## src/rtl/hazard_stall_controller.sv

```systemverilog
// Decode-stage hazard sequencer: detects load-use and decode-resolved branch/jr
// hazards, stalls PC and IF/ID, bubbles ID/EX, flushes IF/ID, with watchdog and event counters.
module hazard_stall_controller #(
    parameter int MAX_STALL = 4,
    parameter int CNT_W     = 16
) (
    input  logic             Clk,
    input  logic             Reset,
    input  logic [4:0]       rs_id,
    input  logic [4:0]       rt_id,
    input  logic             UsesRt_id,
    input  logic             Branch_id,
    input  logic             JumpReg_id,
    input  logic             Taken_id,
    input  logic             IDEX_MemRead,
    input  logic             IDEX_RegWrite,
    input  logic [4:0]       IDEX_Rd,
    input  logic             EXMEM_MemRead,
    input  logic [4:0]       EXMEM_Rd,
    output logic             PCWrite,
    output logic             IFIDWrite,
    output logic             IDEX_Bubble,
    output logic             IFID_Flush,
    output logic             HazardError,
    output logic [CNT_W-1:0] StallCount,
    output logic [CNT_W-1:0] FlushCount
);

    typedef enum logic [1:0] {RUN, STALL, ERROR} state_t;

    localparam logic [3:0] MAX_RUN = 4'(MAX_STALL);

    state_t     state_q, state_d;
    logic [1:0] stall_left_q, stall_left_d;
    logic [3:0] run_len_q, run_len_d;

    logic       dec, ex_hit, mem_hit;
    logic       need2, need1;
    logic       stall, flush;

    // Register 0 is hardwired, so it can never carry a dependency.
    assign dec     = Branch_id | JumpReg_id;
    assign ex_hit  = (IDEX_Rd != 5'd0) &&
                     ((IDEX_Rd == rs_id) || (UsesRt_id && (IDEX_Rd == rt_id)));
    assign mem_hit = (EXMEM_Rd != 5'd0) &&
                     ((EXMEM_Rd == rs_id) || (UsesRt_id && (EXMEM_Rd == rt_id)));

    assign need2 = IDEX_MemRead && ex_hit && dec;
    assign need1 = (IDEX_MemRead && ex_hit && !dec) ||
                   (dec && IDEX_RegWrite && !IDEX_MemRead && ex_hit) ||
                   (dec && EXMEM_MemRead && mem_hit);

    assign stall = ((state_q == RUN) && (need2 || need1)) || (state_q == STALL);
    assign flush = Taken_id && !stall;

    assign PCWrite     = Reset && !stall;
    assign IFIDWrite   = Reset && !stall;
    assign IDEX_Bubble = !Reset || stall;
    assign IFID_Flush  = Reset && flush;
    assign HazardError = (state_q == ERROR);

    always_comb begin
        state_d      = state_q;
        stall_left_d = stall_left_q;
        run_len_d    = stall ? ((run_len_q == 4'hF) ? run_len_q : run_len_q + 4'd1) : 4'd0;

        case (state_q)
            RUN: begin
                if (need2) begin
                    state_d      = STALL;
                    stall_left_d = 2'd1;
                end
            end
            STALL: begin
                stall_left_d = stall_left_q - 2'd1;
                if (stall_left_q <= 2'd1) begin
                    state_d      = RUN;
                    stall_left_d = 2'd0;
                end
            end
            ERROR: begin
                run_len_d = 4'd0;
            end
            default: begin
                state_d      = RUN;
                stall_left_d = 2'd0;
            end
        endcase

        // Watchdog: a stall arriving after MAX_STALL consecutive stalls is one too many.
        if (stall && (run_len_q == MAX_RUN)) begin
            state_d      = ERROR;
            stall_left_d = 2'd0;
            run_len_d    = 4'd0;
        end
    end

    always_ff @(posedge Clk or negedge Reset) begin
        if (!Reset) begin
            state_q      <= RUN;
            stall_left_q <= 2'd0;
            run_len_q    <= 4'd0;
        end else begin
            state_q      <= state_d;
            stall_left_q <= stall_left_d;
            run_len_q    <= run_len_d;
        end
    end

    always_ff @(posedge Clk or negedge Reset) begin
        if (!Reset) begin
            StallCount <= '0;
            FlushCount <= '0;
        end else begin
            if (stall && !(&StallCount)) StallCount <= StallCount + 1'b1;
            if (flush && !(&FlushCount)) FlushCount <= FlushCount + 1'b1;
        end
    end

endmodule

```

## config.mk

```make
export PLATFORM = sky130hd
export DESIGN_NAME = hazard_stall_controller
export DESIGN_NICKNAME = d
export VERILOG_FILES = /design/src/rtl/hazard_stall_controller.sv
export SDC_FILE = /design/constraint.sdc
export NUM_CORES = 1
export LEC_CHECK = 0
export BUFFER_PORTS_ARGS = -buffer_cell sky130_fd_sc_hd__buf_2
export CORE_MARGIN = 1.5
export CORE_UTILIZATION = 47
export DETAILED_ROUTE_END_ITERATION = 10
export GPL_TIMING_DRIVEN = 0
export PLACE_DENSITY_LB_ADDON = 0.05
export SLEW_MARGIN = 15
export SYNTH_ARGS = -nofsm -noshare
export SYNTH_HDL_FRONTEND = slang
export SYNTH_SLANG_ARGS = --single-unit
```

## constraint.sdc

```tcl
create_clock -name Clk -period 2.7 [get_ports Clk]
set_input_delay 0.54 -clock Clk [delete_from_list [all_inputs] [get_ports Clk]]
set_output_delay 0.54 -clock Clk [all_outputs]
set_load 0.1 [all_outputs]
```

After elaboration in Yosys (flattened, before gate mapping)
Index checks and enable logic that the tools add are counted.
- bitwise gates (word level): 1
- add/subtract/negate cells: 4
- muxes and demuxes: 11
- $lt $le $gt $ge: 1
- reduce and logical (&&, ||, !) cells: 39
- equality and inequality tests: 12
- operator list (operator ; count):
    $add 16x1->16 const B ; 2
    $reduce_and 16->1 ; 2
    $eq 5x5->1 ; 4
    $logic_and 1x1->1 ; 19
    $mux 4 ; 4
    $pmux 2 s3 ; 2
    $mux 2 ; 5
    $reduce_bool 5->1 ; 2
    $logic_or 1x1->1 ; 7
    $logic_not 1->1 ; 6
    $add 4x1->4 const B ; 1
    $eq 4x3->1 const B ; 1
    $eq 4x4->1 const B ; 1
    $ne 4x3->1 const B ; 1
    $ne 3x1->1 const B ; 1
    $ne 3x2->1 const B ; 1
    $reduce_and 3->1 ; 1
    $eq 2x1->1 const B ; 1
    $eq 2x2->1 const B ; 1
    $le 2x1->1 const B ; 1
    $logic_not 2->1 ; 1
    $ne 2x1->1 const B ; 1
    $reduce_and 2->1 ; 1
    $sub 2x1->2 const B ; 1
    $or 1x1->1 ; 1
- register bits: 40
- output and inout bits: 37

Depth between registers and ports, before layout
- depth in word-level cells: 14
- mapped depth: 10
- gate-level depth less buffers: 8

Worst setup path before layout
Ideal clock, no wire load.
- kind: input to output
- from: input EXMEM_Rd[0]
- to: output IFID_Flush
- path buffers: 2
- slack: -1.905 ns
- arrival time: 4.065 ns
- data required time: 2.160 ns
- cell stages on the path: 8
- cells stage by stage: or4_1 -> o21a_1 -> a32o_1 -> a22oi_4 -> buf_6 -> buf_6 -> nand2_1 -> nor2_1
- longest elaborated chain between the ends: 12
- RTL lines (element ; line ; RTL):
    start: declaration ; 19 ; input logic [4:0] EXMEM_Rd,
    $eq 5x5->1 ; 46 ; ((EXMEM_Rd == rs_id) || (UsesRt_id && (EXMEM_Rd == rt_id)));
    $logic_and 1x1->1 ; 46 ;
    $logic_or 1x1->1 ; 46 ;
    $logic_and 1x1->1 * ; 45 ; assign mem_hit = (EXMEM_Rd != 5'd0) &&
    $logic_and 1x1->1 * ; 51 ; (dec && EXMEM_MemRead && mem_hit);
    $logic_or 1x1->1 * ; 50 ; (dec && IDEX_RegWrite && !IDEX_MemRead && ex_hit) ||
    $logic_or 1x1->1 * ; 53 ; assign stall = ((state_q == RUN) && (need2 || need1)) || (state_q == STALL);
    $logic_and 1x1->1 * ; 53 ;
    $logic_or 1x1->1 * ; 53 ;
    $logic_not 1->1 * ; 54 ; assign flush = Taken_id && !stall;
    $logic_and 1x1->1 * ; 54 ;
    $logic_and 1x1->1 * ; 59 ; assign IFID_Flush = Reset && flush;
    end: declaration ; 23 ; output logic IFID_Flush,
Every way passes the cells marked *; elsewhere a longest branch is shown, timed or not.

Final worst setup path
- from: input EXMEM_Rd[1]
- to: output PCWrite
- longest elaborated chain between the ends: 11
- RTL lines (element ; line ; RTL):
    $eq 5x5->1 ; 46 ;
    $logic_and 1x1->1 ; 46 ;
    $logic_or 1x1->1 ; 46 ;
    $logic_and 1x1->1 * ; 45 ;
    $logic_and 1x1->1 * ; 51 ;
    $logic_or 1x1->1 * ; 50 ;
    $logic_or 1x1->1 * ; 53 ;
    $logic_and 1x1->1 * ; 53 ;
    $logic_or 1x1->1 * ; 53 ;
    $logic_not 1->1 * ; 56 ; assign PCWrite = Reset && !stall;
    $logic_and 1x1->1 * ; 56 ;
    end: declaration ; 20 ; output logic PCWrite,
Marked as above.

==> impl_summary.md <==
Run status
The run finished, with violations left. The checks that failed: setup timing.

Critical path
Of all nets on the critical path, the largest fanout is 3. The worst register-to-register path has a setup slack of 270 ps. The worst setup path is captured at an output pin. The required time of the worst setup path is 2160 ps.

The worst register-to-register path begins at StallCount[0]. Counting cells, the worst reg-to-reg path comes to 8. The worst setup path startpoint is EXMEM_Rd[1]. The end of the worst register-to-register path is StallCount[15]. The classification of the worst setup path is primary input to output pin. For the worst setup path, the data arrival time is 2400 ps.

The critical path endpoint is PCWrite. The critical path launch point type is a primary input.

Yosys
The number of nets in the synthesized netlist is 257. The register bit count reported by yosys is 40. The sequential area share after synthesis is 0.442. The count of cell types in the netlist is 40. The synthesized netlist occupies a cell area of 2270 µm². Dividing the synthesized area by the synthesized cell count gives 10.1 µm². The most common flop cell mapped by yosys is sky130_fd_sc_hd__dfrtp_1. The share of async-settable or async-resettable flops after synthesis is 1.00.

The number of enable flip-flop cells after synthesis is 0. The number of warnings printed during yosys synthesis is 0. The synthesized instance count is 224.

STA
The worst path in the final design needs a cycle of slightly below 3000 ps, including I/O delays and setup. The total count of hold-check failures in the final report came to 0. The worst path setup slack after routing is -242 ps. At the pin with the least slew margin, the transition time is 999 ps. The relative slew slack is 0.334. For this run, the top clock speed supported by timing is between 300 and 400 MHz. Setup violations remaining at the end of the flow were counted as 4.

The maximum clock skew at final layout is 5.19 ps. The max-slew violation total from the final report was 0. Of the available clock period, the critical path in the final layout requires 1.09.

Setup repair after global routing could not meet its margin everywhere. Summed over all failing endpoints, the final setup total negative slack is -797 ps.

Cells and area
The share of layout cells above drive strength 1 is 0.318. Relative to the synthesized area, the layout overhead comes to 27.6%. The antenna diode count is 0.

In the layout the commonest cells are sky130_fd_sc_hd__buf_2 (61), sky130_fd_sc_hd__dfrtp_1 (38), sky130_fd_sc_hd__xnor2_1 (35). The post-layout utilization of the core is 0.616. The area of the multi-input gates is 1230 µm².

The area taken by flip-flops and latches is between 1000 and 1500 µm². Leaving out fill and tap cells, the most frequent cell in the layout is sky130_fd_sc_hd__buf_2. For this run, the post-layout net count is approximately 330.

The filler cells instantiated in the layout total approximately 400.

Pwr
Power spread over the standard cell area amounts to 760 nW/µm². Across the VDD grid, the largest voltage drop is 0.793 mV. The leakage power is 1.40 nW.

Floorplanning
After floorplanning, the core was sized to cover 4690 µm². For this design the top-level I/O count stands at 66. From left edge to right edge, the die measures between 70 and 80 µm.

The die is 72.4 µm tall. The initial utilization of the core area, before any placement, comes to 0.483. The die footprint is 5250 µm². The count of standard-cell rows is 25.

Drt
In this run the remaining antenna-violating nets after routing total 0. The number of iterations in the first detailed-routing pass is 4. The total vias in the final route is about 1900.

Dividing the detail-routed via count by the number of cells gives 5.44. The wire length per cell after detailed routing is 13.9 µm. The final layout contains routed wiring with a total length of 4940 µm. After the first detailed-routing iteration, the DRC count stood at 66.

The detailed-route DRC error count is 0.

Placement
The count of buffers added on input and output ports is 65. The final HPWL from detailed placement is between 3000 and 4000 µm. Routability-driven placement finished with a final weighted congestion of around 0.76.

Worst hold path
The worst hold-check path type is primary input to async pin.

Clock network
The root cell of the clock tree is sky130_fd_sc_hd__clkbuf_8. The number of CTS-inserted buffers is 5. The tree built by TritonCTS fans out to 40 sinks. The maximum buffer depth of the clock tree is 2.

CTS built an H-tree with a depth of 2. The clock-pin slew of the registers on the worst-case setup and hold paths is 70 ps. The TritonCTS clock tree is yes. The insertion delay to the later sink of the worst-skew pair is approximately 290 ps.

Global routing
The number of antenna violations at the first check in global routing came to 0. Entering global routing, the biggest net connects 42 pins. The total routing resource utilization after global routing is 0.193. The via count of the first global-routing pass is roughly 1800. The total overflow left after global routing is 0. The first global-routing pass estimated 7810 µm of wire.

Flow run
The count of maximum capacitance violations is 0.
[cell type report]
class | instances | area share
plain buffers | 4 | 0.0165
clock buffers | 8 | 0.0312
inverters | 5 | 0.00779
multi-input cells | 174 | 0.426
flip-flops and latches | 40 | 0.347
well taps | 54 | 0.0234
repair buffers | 71 | 0.148
[power by group]
| group | switching (mW) | internal [mW] |
|---|---|---|
| Sequential | 0.106 | 0.688 |
| Combinational | 0.772 | 0.223 |
| Clock | 0.198 | 0.208 |
[metrics by stage]
step                      total power [mW]  cell area [µm²]  hold WS [ps]  cells  setup slack (ps)
after floorplan                       1.60             2310           244    224              -582
after global placement                1.78             2710           479    343              -786
after detailed placement              1.78             2710           477    343              -769
after CTS                             2.21             2880           448    355              -292
after global routing                  2.29             2890           490    356              -298
final                                 2.20             2890           414    356              -242
[cells by family after synthesis]
kind of cell,count (synthesis),synth area share
AOI/OAI and AO/OA,15,0.0607
xor gates and xnor gates,50,0.193
and+or+nand+nor,101,0.236
muxes,4,0.0193
buffers and inverters,10,0.0271
adders and majority gates,4,0.0221
DFF,40,0.442
[flip-flops by register name (all words and copies together), names as in the netlist]
| name | count |
|---|---|
| FlushCount | 16 |
| StallCount | 16 |
| state_q | 2 |
| run_len_q | 4 |
| stall_left_q | 2 |
[layer usage]
metal / track usage / wire [µm] / vias up
li1: - / - / 940
met1: 0.246 / 2250 / 923
met2: 0.325 / 2330 / 61
met3: 0.0389 / 262 / 11
met4: 0.0776 / 87 / 0
met5: 0 / 0 / -
[critical path: stages]
cell and delay (ps):
sky130_fd_sc_hd__buf_8 90, sky130_fd_sc_hd__or4_4 520, sky130_fd_sc_hd__o21a_1 190, sky130_fd_sc_hd__a32o_2 240, sky130_fd_sc_hd__a22oi_4 210, sky130_fd_sc_hd__buf_8 150, sky130_fd_sc_hd__nand2_8 50, sky130_fd_sc_hd__clkinvlp_4 130
sky130_fd_sc_hd__buf_12 100, sky130_fd_sc_hd__buf_12 160
[synthesized netlist by cell type, drive strengths merged, types with 4 or more instances]
cell type,instances,area [µm²]
buf,5,42.5
dfrtp,40,1000
xnor2,35,307
xor2,15,131
inv,5,18.8
nand3,20,100
nand4,10,62.6
and3,9,56.3
nor3,7,35.0
ha,4,50.1
nor2,18,70.1
nand2,17,63.8
[worst min-delay path by stage]
| stage | from | to | slack [ps] | cells after the start |
|---|---|---|---|---|
| after floorplan | Reset | FlushCount[0] | 240 | 0 |
| final | Reset | StallCount[8] | 410 | 1 |
| after global routing | Reset | FlushCount[1] | 490 | 1 |
| after detailed placement | StallCount[6] | StallCount[6] | 480 | 1 |
| after CTS | Reset | stall_left_q[1] | 450 | 1 |
| after global placement | StallCount[6] | StallCount[6] | 480 | 1 |
[what timing repair did]
item,4_1_cts,5_1_grt
buffers inserted,5,1
endpoints found under the setup margin,4,4
gates resized for setup,15,2
pin swaps,4,4
hold buffers,0,0
gates cloned,0,0
Power figures use the tool's default switching activity.
